### config.mk
export PLATFORM = sky130hd
export DESIGN_NAME = matrix_scan_ctrl
export DESIGN_NICKNAME = d
export VERILOG_FILES = /design/src/rtl/matrix_pkg.sv /design/src/rtl/matrix_bcm_timer.sv /design/src/rtl/matrix_scan_ctrl.sv
export SDC_FILE = /design/constraint.sdc
export NUM_CORES = 1
export LEC_CHECK = 0
export CELL_PAD_IN_SITES_DETAIL_PLACEMENT = 1
export CELL_PAD_IN_SITES_GLOBAL_PLACEMENT = 1
export CORE_ASPECT_RATIO = 1.2
export CORE_MARGIN = 3
export CORE_UTILIZATION = 44
export DETAILED_ROUTE_END_ITERATION = 8
export GPL_TIMING_DRIVEN = 0
export PLACE_DENSITY_LB_ADDON = 0.15
export SKIP_CTS_REPAIR_TIMING = 1
export SLEW_MARGIN = 20
export SYNTH_ARGS = -nofsm -noshare
export SYNTH_HDL_FRONTEND = slang
export SYNTH_SLANG_ARGS = --single-unit
### constraint.sdc
create_clock -name clk -period 6.2 [get_ports clk]
set_input_delay 0.93 -clock clk [delete_from_list [all_inputs] [get_ports clk]]
set_output_delay 0.93 -clock clk [all_outputs]
set_load 0.02 [all_outputs]
### src/rtl/matrix_pkg.sv
// Shared definitions for the HUB75 matrix scan controller: FSM encodings,
// framebuffer lane indices and width helpers.
package matrix_pkg;

    localparam logic [2:0] S_IDLE    = 3'd0;
    localparam logic [2:0] S_PREF0   = 3'd1;
    localparam logic [2:0] S_PREF1   = 3'd2;
    localparam logic [2:0] S_SHIFT   = 3'd3;
    localparam logic [2:0] S_BLANK   = 3'd4;
    localparam logic [2:0] S_LATCH   = 3'd5;
    localparam logic [2:0] S_DISPLAY = 3'd6;

    localparam int LANE_R0   = 0;
    localparam int LANE_G0   = 1;
    localparam int LANE_B0   = 2;
    localparam int LANE_R1   = 3;
    localparam int LANE_G1   = 4;
    localparam int LANE_B1   = 5;
    localparam int NUM_LANES = 6;

    function automatic int fb_addr_w(input int row_bits, input int cols);
        return row_bits + $clog2(cols);
    endfunction

    function automatic int idx_w(input int n);
        return (n > 1) ? $clog2(n) : 1;
    endfunction

endpackage

### src/rtl/matrix_bcm_timer.sv
// Binary-coded-modulation on-time timer: loads BASE_TIME<<plane on start
// and raises done during the final cycle of the interval.
module matrix_bcm_timer
    import matrix_pkg::*;
#(
    parameter int BITS      = 4,
    parameter int BASE_TIME = 8
) (
    input  logic                   clk,
    input  logic                   rst,
    input  logic                   start,
    input  logic [idx_w(BITS)-1:0] plane,
    output logic                   done
);

    localparam int MAX_TIME = BASE_TIME << (BITS - 1);
    localparam int TW       = $clog2(MAX_TIME + 1);

    logic [TW-1:0] cnt_r;
    logic          busy_r;
    logic [TW-1:0] load_s;

    // Counting to zero makes the interval exactly BASE_TIME<<plane cycles.
    assign load_s = (TW'(BASE_TIME) << plane) - TW'(1);
    assign done   = busy_r && (cnt_r == '0);

    // Down-counter for the display interval
    always_ff @(posedge clk or negedge rst) begin
        if (!rst) begin
            cnt_r  <= '0;
            busy_r <= 1'b0;
        end else if (start) begin
            cnt_r  <= load_s;
            busy_r <= 1'b1;
        end else if (busy_r) begin
            if (cnt_r == '0) begin
                busy_r <= 1'b0;
            end else begin
                cnt_r <= cnt_r - TW'(1);
            end
        end
    end

endmodule

### src/rtl/matrix_scan_ctrl.sv
// HUB75 scan scheduler: fetches pixel words, shifts one bit-plane per pass,
// then latches, addresses and shows that plane for a binary-weighted time.
module matrix_scan_ctrl
    import matrix_pkg::*;
#(
    parameter int COLS      = 32,
    parameter int ROW_BITS  = 4,
    parameter int BITS      = 4,
    parameter int BASE_TIME = 8
) (
    input  logic                                  clk,
    input  logic                                  rst,
    input  logic                                  enable,
    output logic                                  fb_rd_en,
    output logic [fb_addr_w(ROW_BITS, COLS)-1:0]  fb_addr,
    input  logic [6*BITS-1:0]                     fb_data,
    output logic [1:0]                            mat_r,
    output logic [1:0]                            mat_g,
    output logic [1:0]                            mat_b,
    output logic [ROW_BITS-1:0]                   mat_row,
    output logic                                  mat_clk,
    output logic                                  mat_lat,
    output logic                                  mat_oe,
    output logic                                  frame_start
);

    localparam int CB = $clog2(COLS);
    localparam int PW = idx_w(BITS);
    localparam int AW = fb_addr_w(ROW_BITS, COLS);
    localparam logic [CB:0]   SHIFT_LAST = (CB+1)'(2 * COLS - 1);
    localparam logic [CB:0]   COL_LAST   = (CB+1)'(COLS - 1);
    localparam logic [PW-1:0] PLANE_LAST = PW'(BITS - 1);

    logic [2:0]          state_r, state_s;
    logic [CB:0]         shift_r, shift_s;
    logic [ROW_BITS-1:0] row_r, row_s, adv_row_s, mat_row_s;
    logic [PW-1:0]       plane_r, plane_s, adv_plane_s;
    logic                rd_d_r;
    logic                rd_s, clk_s, lat_s, oe_s, fs_s;
    logic [AW-1:0]       addr_s;
    logic [CB:0]         nxt_col_s;
    logic                timer_done_s;
    logic [BITS-1:0]     lane_s [NUM_LANES];

    matrix_bcm_timer #(
        .BITS      (BITS),
        .BASE_TIME (BASE_TIME)
    ) u_timer (
        .clk   (clk),
        .rst   (rst),
        .start (state_r == S_LATCH),
        .plane (plane_r),
        .done  (timer_done_s)
    );

    // Split the framebuffer word into its six colour lanes
    always_comb begin
        for (int k = 0; k < NUM_LANES; k++) begin
            lane_s[k] = fb_data[BITS*k +: BITS];
        end
    end

    // Next plane/row in scan order: planes inner, rows outer, row wraps to 0
    always_comb begin
        if (plane_r == PLANE_LAST) begin
            adv_plane_s = '0;
            adv_row_s   = row_r + ROW_BITS'(1);
        end else begin
            adv_plane_s = plane_r + PW'(1);
            adv_row_s   = row_r;
        end
    end

    assign nxt_col_s = {1'b0, shift_r[CB:1]} + (CB+1)'(1);

    // Next-state and next-output decode; every output is computed one cycle early
    always_comb begin
        state_s   = state_r;
        shift_s   = shift_r;
        row_s     = row_r;
        plane_s   = plane_r;
        rd_s      = 1'b0;
        addr_s    = fb_addr;
        clk_s     = 1'b0;
        lat_s     = 1'b0;
        oe_s      = 1'b1;
        fs_s      = 1'b0;
        mat_row_s = mat_row;
        case (state_r)
            S_IDLE: begin
                if (enable) begin
                    state_s = S_PREF0;
                    rd_s    = 1'b1;
                    addr_s  = {row_r, CB'(0)};
                    fs_s    = (row_r == '0) && (plane_r == '0);
                end else begin
                    state_s = S_IDLE;
                end
            end
            S_PREF0: begin
                state_s = S_PREF1;
            end
            S_PREF1: begin
                state_s = S_SHIFT;
                shift_s = '0;
                rd_s    = 1'b1;
                addr_s  = {row_r, CB'(1)};
            end
            S_SHIFT: begin
                if (!shift_r[0]) begin
                    shift_s = shift_r + (CB+1)'(1);
                    clk_s   = 1'b1;
                end else if (shift_r == SHIFT_LAST) begin
                    state_s = S_BLANK;
                    shift_s = '0;
                end else begin
                    shift_s = shift_r + (CB+1)'(1);
                    // Prefetch one column ahead so the word lands during H.
                    if (nxt_col_s < COL_LAST) begin
                        rd_s   = 1'b1;
                        addr_s = {row_r, CB'(nxt_col_s + (CB+1)'(1))};
                    end else begin
                        rd_s   = 1'b0;
                    end
                end
            end
            S_BLANK: begin
                state_s   = S_LATCH;
                lat_s     = 1'b1;
                mat_row_s = row_r;
            end
            S_LATCH: begin
                state_s = S_DISPLAY;
                oe_s    = 1'b0;
            end
            S_DISPLAY: begin
                if (timer_done_s) begin
                    row_s   = adv_row_s;
                    plane_s = adv_plane_s;
                    if (enable) begin
                        state_s = S_PREF0;
                        rd_s    = 1'b1;
                        addr_s  = {adv_row_s, CB'(0)};
                        fs_s    = (adv_row_s == '0) && (adv_plane_s == '0);
                    end else begin
                        state_s = S_IDLE;
                    end
                end else begin
                    oe_s = 1'b0;
                end
            end
            default: begin
                state_s = S_IDLE;
            end
        endcase
    end

    // State, counters and registered panel/framebuffer outputs
    always_ff @(posedge clk or negedge rst) begin
        if (!rst) begin
            state_r     <= S_IDLE;
            shift_r     <= '0;
            row_r       <= '0;
            plane_r     <= '0;
            rd_d_r      <= 1'b0;
            fb_rd_en    <= 1'b0;
            fb_addr     <= '0;
            mat_clk     <= 1'b0;
            mat_lat     <= 1'b0;
            mat_oe      <= 1'b1;
            frame_start <= 1'b0;
            mat_row     <= '0;
            mat_r       <= 2'b00;
            mat_g       <= 2'b00;
            mat_b       <= 2'b00;
        end else begin
            state_r     <= state_s;
            shift_r     <= shift_s;
            row_r       <= row_s;
            plane_r     <= plane_s;
            rd_d_r      <= fb_rd_en;
            fb_rd_en    <= rd_s;
            fb_addr     <= addr_s;
            mat_clk     <= clk_s;
            mat_lat     <= lat_s;
            mat_oe      <= oe_s;
            frame_start <= fs_s;
            mat_row     <= mat_row_s;
            // Only words that were actually requested are captured.
            if (rd_d_r) begin
                mat_r <= {lane_s[LANE_R1][plane_r], lane_s[LANE_R0][plane_r]};
                mat_g <= {lane_s[LANE_G1][plane_r], lane_s[LANE_G0][plane_r]};
                mat_b <= {lane_s[LANE_B1][plane_r], lane_s[LANE_B0][plane_r]};
            end
        end
    end

endmodule

==> flow_summary.ini, run 1 <==
[outcome]
status = completed

[route]
wl_per_cell_microns = 16.5
dr.pass1.iters = 4
route.met3.wl_microns = 226
drcViolationCount = 0
via_per_inst = 5.34
drtIter0Drc = 107
m1WireLength_microns = 2570
routed_wl_microns = 6270
ant_nets = 0
wl_met2_microns = 3350
highest_layer = met4
vias = 2028

[placement]
gp_congestion = 0.800
place_ws_ns = 3.35
hpwlAfterDp_microns = 4670
port_buffers = 50

[final_layout]
antennaDiodeCount = 0
drive_above_1_share_pct = 13.3
final_nets = 337
syn2layout_area_growth_pct = 27.7
fillerInstances = 630
postLayoutCoreUtil_pct = 58.6
multi_input_area_sq_um = 1330
ff_latch_area_sq_um = 1200

[worst_setup_path]
r2r_start = shift_r[1]$_DFFE_PN0P_
path_class = input port to flop
path_buf_inv = 2
critPathTopFamily = buffers and inverters
crit_path_end_kind = flop
crit_start = enable
path_cells = clkdlybuf4s50_1 > nand2_1 > o41ai_2 > o211a_1 > nor2_2 > clkinv_2 > mux2_2
cp.required_ns = 6.40
slowest_delay_ns = 0.58
cp_max_fo = 6
crit_slowest_cell = clkdlybuf4s50_1
critPathArrivalTime_ns = 2.71
critPathLaunchType = input port
rrSetupSlack_ns = 3.72

[die]
io_pins = 51
dieWidth_microns = 76.7
die_h_microns = 90.8
core_sq_um = 5740
dieArea_sq_um = 6960
num_rows = 30
start_util_pct = 45.9

[power]
pwr-share-clk_pct = 43.4
switching_share_pct = 19.8
power_switching_w = 0.000123
power.total_w = 0.000620
power_density_nw_per_um2 = 184
seq_power_share_pct = 50.9
pwr-share-comb_pct = 5.7
p_leak_nw = 1.52
ir_worst_vdd_v = 0.000129
intPower_w = 0.000498

[timing]
maxSlewViolCount = 0
worst_slack_ns = 3.68
finClkSkew_ns = 0.00795
worst_pin_slew_ns = 0.664
hold_viol_final = 0
maxSlewHeadroom_pct = 55.5
rsz0062_at_grt = false
final-setup-viol-count = 0
fmax_ghz = 0.397
setup_tns_ns = 0
period_minus_slack_ns = 2.52
finalCritPeriodShare_pct = 40.6

[flow_run]
maxCapViolations = 0

[clock_tree]
cts_buffer_depth = 2
cts_buffers = 5
root_buffer = clkbuf_8
cts.sinks = 48
cts_tree = built
cts-htree-levels = 2
clk_pin_slew_worst_paths_ns = 0.09
clkLatencyLatePin_ns = 0.31

[synth]
synth_edf_count = 0
yosysUniqueCellTypes = 49
yosysWarnings = 0
synth.yosys.seq_area_share_pct = 45.6
ys_ff_latch = 48
synth_area_sq_um = 2640
synthFlopType = dfrtp_1
async_flop_share_pct = 100
syn-mean-instance-area_sq_um = 10.9
synth_fp_nets = 280
syn_inst = 242

[grt]
antenna_found_initial = 0
grt_pass1_wl_microns = 10600
grt_pass1_vias = 2223
grt_max_degree = 49
grt.overflow.total = 0
grt_use_total_pct = 19.3

[hold_path]
holdCritStartpoint = fb_rd_en$_DFF_PN0_
min_path_type = flop to flop
## placed cells by master (no fill, tap or decap), types with 3 or more instances in the layout
cell and instances:
clkdlybuf4s50_1 49, dfrtp_1 47, nand2_1 20, mux2_2 17
clkbuf_1 14, nor2_1 14, xnor2_1 12, ha_1 11
o21ai_0 10, inv_1 9, nor3_1 8, xor2_1 8
a21oi_1 7, nand3_1 6, mux4_2 6, clkbuf_8 5
a22o_1 4, nand2b_1 3, and2_1 3, o211ai_1 3
a32o_1 3
## worst reg2reg max path: cells and delay by family (launching register included)
family,cells,cell delay (ns)
adder cells (fa/ha/maj),1,0.35
flip-flops,1,0.50
AND/OR/NAND/NOR,3,0.42
AO/OA/AOI/OAI,1,0.59
buffers and inverters,1,0.16
multiplexers,1,0.35
## cell type report
cell class                      instances  share of cell area, %
Clock buffer                            6                   2.15
Sequential cell                        48                   35.7
Multi-Input combinational cell        168                   39.6
Buffer                                 16                   1.86
Timing Repair Buffer                   50                   14.8
Tap cell                               80                   2.97
Inverter                               10                   1.15
Clock inverter                          2                   1.78
## worst paths after layout
| check | endpoint | cells past startpoint |
|---|---|---|
| worst max-delay path | fb_addr[6]$_DFFE_PN0P_ | 7 |
| worst min-delay path | rd_d_r$_DFF_PN0_ | 0 |
| worst max register to register | fb_addr[6]$_DFFE_PN0P_ | 7 |
| worst min register to register | rd_d_r$_DFF_PN0_ | 0 |
| max in group asynchronous | shift_r[2]$_DFFE_PN0P_ | 1 |
| min in group asynchronous | shift_r[5]$_DFFE_PN0P_ | 1 |
## power by group through the flow
| stage | Combinational [W] | Sequential [W] | Clock, W |
|---|---|---|---|
| 3_5_place_dp | 0.0000360 | 0.000322 | 0 |
| 4_1_cts | 0.0000361 | 0.000316 | 0.000278 |
| 2_1_floorplan | 0.00000512 | 0.000325 | 0 |
| 6_report | 0.0000353 | 0.000316 | 0.000269 |
| 3_3_place_gp | 0.0000350 | 0.000322 | 0 |
| 5_1_grt | 0.0000380 | 0.000316 | 0.000288 |
## cells by family (layout without fill, tap and decap cells)
group	after synthesis	in the layout	synth area share, %
and+or+nand+nor	70	70	14.0
DFF	48	48	45.6
AOI/OAI and AO/OA	41	41	11.1
muxes	26	26	13.6
buffers and inverters	26	84	3.84
xor gates and xnor gates	20	20	6.64
adders and majority gates	11	11	5.22
## synthesized netlist by cell type, drive strengths merged, types with 7 or more instances
cell,n,area [sq um]
nand2,20,75.1
inv,9,33.8
nor2,15,58.8
nor3,8,40.0
dfrtp,47,1180
clkbuf,13,48.8
a21oi,7,35.0
mux2,18,203
xor2,8,70.1
o21ai,10,50.1
xnor2,12,105
ha,11,138
## state kept, by name, summed over array words and instances, names as in the netlist, 2 cells and up
signal,flops
mat_row,4
fb_addr,9
shift_r,6
plane_r,2
mat_r,2
mat_b,2
row_r,4
u_timer.cnt_r,7
mat_g,2
state_r,3
## stage by stage
stage	cell area [sq um]	std cells	hold slack [ns]
floorplan	2640	242	0.494
finish	3370	380	0.382
CTS	3370	380	0.387
global route	3370	380	0.391
detailed placement	3240	372	0.373
global placement	3240	372	0.364
## layer usage
layer | up-vias | track usage [%]
li1 | 971 | -
met1 | 1009 | 22.8
met2 | 39 | 34.3
met3 | 9 | 3.39
met4 | 0 | 8.01
met5 | - | 0
(Power assumes the default switching activity.)
==> inputs of run 2 (changes only) <==
Settings changed: CORE_UTILIZATION 44 to 37.
Clock period 6.2 ns to 2.3 ns, I/O delays scaled along.
==> flow_summary.ini, run 2 (synthesized netlist as in run 1, its figures left out) <==
[outcome]
status = completed

[clock_tree]
clk_pin_slew_worst_paths_ns = 0.10
cts_buffers = 5
cts.sinks = 48
root_buffer = clkbuf_8
cts_tree = built
clkLatencyLatePin_ns = 0.30
cts_buffer_depth = 2
cts-htree-levels = 2

[placement]
gp_congestion = 0.737
hpwlAfterDp_microns = 4200
port_buffers = 50

[worst_setup_path]
cp_max_fo = 6
path_class = flop to flop
cp.required_ns = 2.49
path_cells = inv_2 > ha_4 > or4b_4 > o41ai_4 > o211a_1 > nor2_4 > clkinv_4 > mux2_2
crit_slowest_cell = or4b_4
critPathLaunchType = flop
crit_path_end_kind = flop
critPathArrivalTime_ns = 2.44
slowest_delay_ns = 0.51
critPathTopFamily = simple AND/OR/NAND/NOR gates
path_buf_inv = 2

[route]
dr.pass1.iters = 4
drtIter0Drc = 73
routed_wl_microns = 6070
highest_layer = met4
route.met3.wl_microns = 226
via_per_inst = 5.23
wl_met2_microns = 3110
vias = 2073
wl_per_cell_microns = 15.3
drcViolationCount = 0
ant_nets = 0
m1WireLength_microns = 2700

[timing]
finalCritPeriodShare_pct = 97.6
hold_viol_final = 0
maxSlewHeadroom_pct = 57.0
period_minus_slack_ns = 2.24
worst_pin_slew_ns = 0.645
maxSlewViolCount = 0
fmax_ghz = 0.446
finClkSkew_ns = 0.00665
rsz0062_at_grt = true
setup_tns_ns = 0
final-setup-viol-count = 0

[die]
num_rows = 33
start_util_pct = 38.3
dieArea_sq_um = 8180
dieWidth_microns = 83.1
core_sq_um = 6900
io_pins = 51
die_h_microns = 98.5

[final_layout]
final_cell_mix = clkdlybuf4s50_1 (49), dfrtp_1 (46), nand2_1 (20)
final_common_cell = clkdlybuf4s50_1
drive_above_1_share_pct = 18.8
final_nets = 346
reg_top3 = fb_addr x9, u_timer.cnt_r x7, shift_r x6
antennaDiodeCount = 0
multi_input_area_sq_um = 1390
postLayoutCoreUtil_pct = 50.5
syn2layout_area_growth_pct = 32.1
ff_latch_area_sq_um = 1200
fillerInstances = 766
regMostFlops = fb_addr
largest_reg_flops = 9

[grt]
grt_pass1_vias = 2077
grt_pass1_wl_microns = 9880
grt_max_degree = 49
grt_use_total_pct = 14.8
antenna_found_initial = 0
grt.overflow.total = 0

[hold_path]
min_path_type = input port to async pin

[flow_run]
maxCapViolations = 0

[power]
power_density_nw_per_um2 = 452
ir_worst_vdd_v = 0.000243
p_leak_nw = 1.56
-- run 2: cell types whose count changed in the layout (fill, tap and decap cells not counted), sizes merged --
cell      delta
inv          +1
clkinvlp     +1
clkbuf       -1
buf          +9
bufinv       -1
-- run 2: report_power, final --
| part | switching (W) | leakage, nW | internal, W |
|---|---|---|---|
| clock network | 0.000305 | 0.0548 | 0.000328 |
| registers | 0.00000272 | 0.601 | 0.000849 |
| logic | 0.0000345 | 0.907 | 0.0000579 |
| total | 0.000342 | 1.56 | 0.00123 |
-- run 2: through the flow --
step | total power, W | hold slack (ns) | instances | setup WS, ns | cell area [sq um]
2_1_floorplan | 0.000889 | 0.0494 | 242 | 0.148 | 2640
5_1_grt | 0.00165 | 0.0959 | 396 | -0.0402 | 3480
4_1_cts | 0.00161 | 0.0764 | 387 | -0.249 | 3360
3_5_place_dp | 0.000963 | 0.368 | 379 | -0.216 | 3240
6_report | 0.00158 | 0.0501 | 396 | 0.0558 | 3480
3_3_place_gp | 0.000962 | 0.378 | 379 | -0.634 | 3250
-- run 2: final timing paths --
| kind | cells past startpoint | startpoint | endpoint | slack, ns |
|---|---|---|---|---|
| max | 8 | u_timer.cnt_r[0]$_DFFE_PN0P_ | fb_addr[6]$_DFFE_PN0P_ | 0.06 |
| min | 1 | rst | shift_r[3]$_DFFE_PN0P_ | 0.05 |
| max reg2reg | 8 | u_timer.cnt_r[0]$_DFFE_PN0P_ | fb_addr[6]$_DFFE_PN0P_ | 0.06 |
| min reg2reg | 0 | fb_rd_en$_DFF_PN0_ | rd_d_r$_DFF_PN0_ | 0.40 |
| max in group asynchronous | 1 | rst | shift_r[1]$_DFFE_PN0P_ | 1.81 |
| min in group clk | 0 | fb_rd_en$_DFF_PN0_ | rd_d_r$_DFF_PN0_ | 0.40 |
-- run 2: layout make-up --
type                            instances  share of cell area (%)
Clock inverter                          3                    1.33
Sequential cell                        48                    34.5
Inverter                               10                    1.22
Clock buffer                            5                    1.97
Multi-Input combinational cell        168                    39.8
Tap cell                               87                    3.12
Timing Repair Buffer                   59                    16.2
Buffer                                 16                    1.80
-- run 2: layer usage --
layer  global-route usage, %  up-vias
li1                        -      987
met1                    19.3     1047
met2                    25.1       37
met3                    3.26        2
met4                    3.40        0
met5                       0        -
==> inputs of run 3 (changes only) <==
Settings changed: CORE_MARGIN 3 to 1.5, HOLD_SLACK_MARGIN set to 0.02.
==> flow_summary.ini, run 3 (synthesized netlist as in run 1, its figures left out) <==
[route]
drcViolationCount = 0
routed_wl_microns = 5890
ant_nets = 0
drtIter0Drc = 82
via_per_inst = 5.22
dr.pass1.iters = 4
vias = 2052
wl_per_cell_microns = 15.0

[worst_setup_path]
crit_path_end_kind = flop
critPathTopFamily = simple AND/OR/NAND/NOR gates
cp.required_ns = 2.50
crit_slowest_cell = or4b_4
slowest_delay_ns = 0.51
critPathArrivalTime_ns = 2.42
critPathLaunchType = flop
path_buf_inv = 2
path_cells = inv_2 > ha_1 > or4b_4 > o41ai_4 > o211a_1 > nor2_4 > inv_4 > mux2_2
path_class = flop to flop
cp_max_fo = 6

[grt]
grt_pass1_wl_microns = 10200
grt.overflow.total = 0
grt_max_degree = 49
grt_use_total_pct = 17.1
grt_pass1_vias = 2169
antenna_found_initial = 0

[placement]
placed_area_sq_um = 3240
gp_congestion = 0.774
hpwlAfterDp_microns = 4180
port_buffers = 50

[clock_tree]
cts_tree = built
cts.sinks = 48
cts_buffer_depth = 2
cts_buffers = 5
clkLatencyLatePin_ns = 0.31
clk_pin_slew_worst_paths_ns = 0.09
cts-htree-levels = 2
root_buffer = clkbuf_8

[final_layout]
final_common_cell = clkdlybuf4s50_1
design_area_sq_um = 3410
drive_above_1_share_pct = 17.6
reg_top3 = fb_addr x9, u_timer.cnt_r x7, shift_r x6
ff_latch_area_sq_um = 1200
fillerInstances = 782
syn2layout_area_growth_pct = 29.3
final_cell_mix = clkdlybuf4s50_1 (49), dfrtp_1 (46), nand2_1 (19)
antennaDiodeCount = 0
postLayoutCoreUtil_pct = 49.8
final_nets = 343
largest_reg_flops = 9
multi_input_area_sq_um = 1360
regMostFlops = fb_addr

[timing]
hold_viol_final = 0
rsz0062_at_grt = true
finClkSkew_ns = 0.00767
fmax_ghz = 0.451
final-setup-viol-count = 0
setup_tns_ns = 0
worst_pin_slew_ns = 0.642
finalCritPeriodShare_pct = 96.5
period_minus_slack_ns = 2.22
maxSlewHeadroom_pct = 57.2
maxSlewViolCount = 0

[die]
core_sq_um = 6850
dieArea_sq_um = 7650
num_rows = 33
die_h_microns = 95.5
io_pins = 51
dieWidth_microns = 80.1
start_util_pct = 38.5

[power]
ir_worst_vdd_v = 0.000269
seq_power_share_pct = 57.8
p_leak_nw = 1.53
intPower_w = 0.00112
power_switching_w = 0.000350
pwr-share-clk_pct = 35.9
switching_share_pct = 23.8
power.total_w = 0.00147
power_density_nw_per_um2 = 432
pwr-share-comb_pct = 6.3

[hold_path]
min_path_type = input port to async pin

[flow_run]
maxCapViolations = 0

[outcome]
status = completed
-- run 3: cell type report --
type                       instances  area share (%)
clock buffer                       5            2.02
clock inverter                     3           0.624
multi-input combinational        168            39.9
inverter                          10            1.17
tap                               87            3.19
buffer                            16            1.83
timing repair buffer              56            15.9
sequential                        48            35.3
-- run 3: worst register-to-register path, stage by stage (launching register included) --
cell and delay [ns]:
dfrtp_1 0.40, inv_2 0.08, ha_1 0.13, or4b_4 0.51
o41ai_4 0.24, o211a_1 0.25, nor2_4 0.07, inv_4 0.10
mux2_2 0.34
-- run 3: power groups by stage --
stage          clock network, W  registers, W  logic [W]
6_report               0.000529      0.000851  0.0000934
5_1_grt                0.000581      0.000852   0.000102
4_1_cts                0.000554      0.000851  0.0000963
3_5_place_dp                  0      0.000868  0.0000961
3_3_place_gp                  0      0.000868  0.0000948
2_1_floorplan                 0      0.000875  0.0000138
-- run 3: stage by stage --
| stage | hold slack, ns | cells | setup slack, ns |
|---|---|---|---|
| finish | 0.0496 | 393 | 0.0811 |
| global route | 0.0989 | 393 | -0.0213 |
| CTS | 0.0754 | 387 | -0.271 |
| detailed placement | 0.382 | 379 | -0.239 |
| global placement | 0.378 | 379 | -0.674 |
| floorplan | 0.0494 | 242 | 0.148 |
-- run 3: final timing paths --
path	startpoint	to	slack, ns	cells past startpoint
max in group asynchronous	rst	shift_r[1]$_DFFE_PN0P_	1.80	1
worst max register to register	u_timer.cnt_r[0]$_DFFE_PN0P_	fb_addr[6]$_DFFE_PN0P_	0.08	8
worst min-delay path	rst	shift_r[3]$_DFFE_PN0P_	0.05	1
worst max-delay path	u_timer.cnt_r[0]$_DFFE_PN0P_	fb_addr[6]$_DFFE_PN0P_	0.08	8
min in group clk	fb_rd_en$_DFF_PN0_	rd_d_r$_DFF_PN0_	0.40	0
worst min register to register	fb_rd_en$_DFF_PN0_	rd_d_r$_DFF_PN0_	0.40	0
-- run 3: routing by layer --
metal,GRT usage [%],vias up,routed length (microns)
met1,21.6,1030,2580
met3,3.73,6,226
met4,4.74,0,69
met5,0,-,0
met2,29.3,39,3010
li1,-,977,-
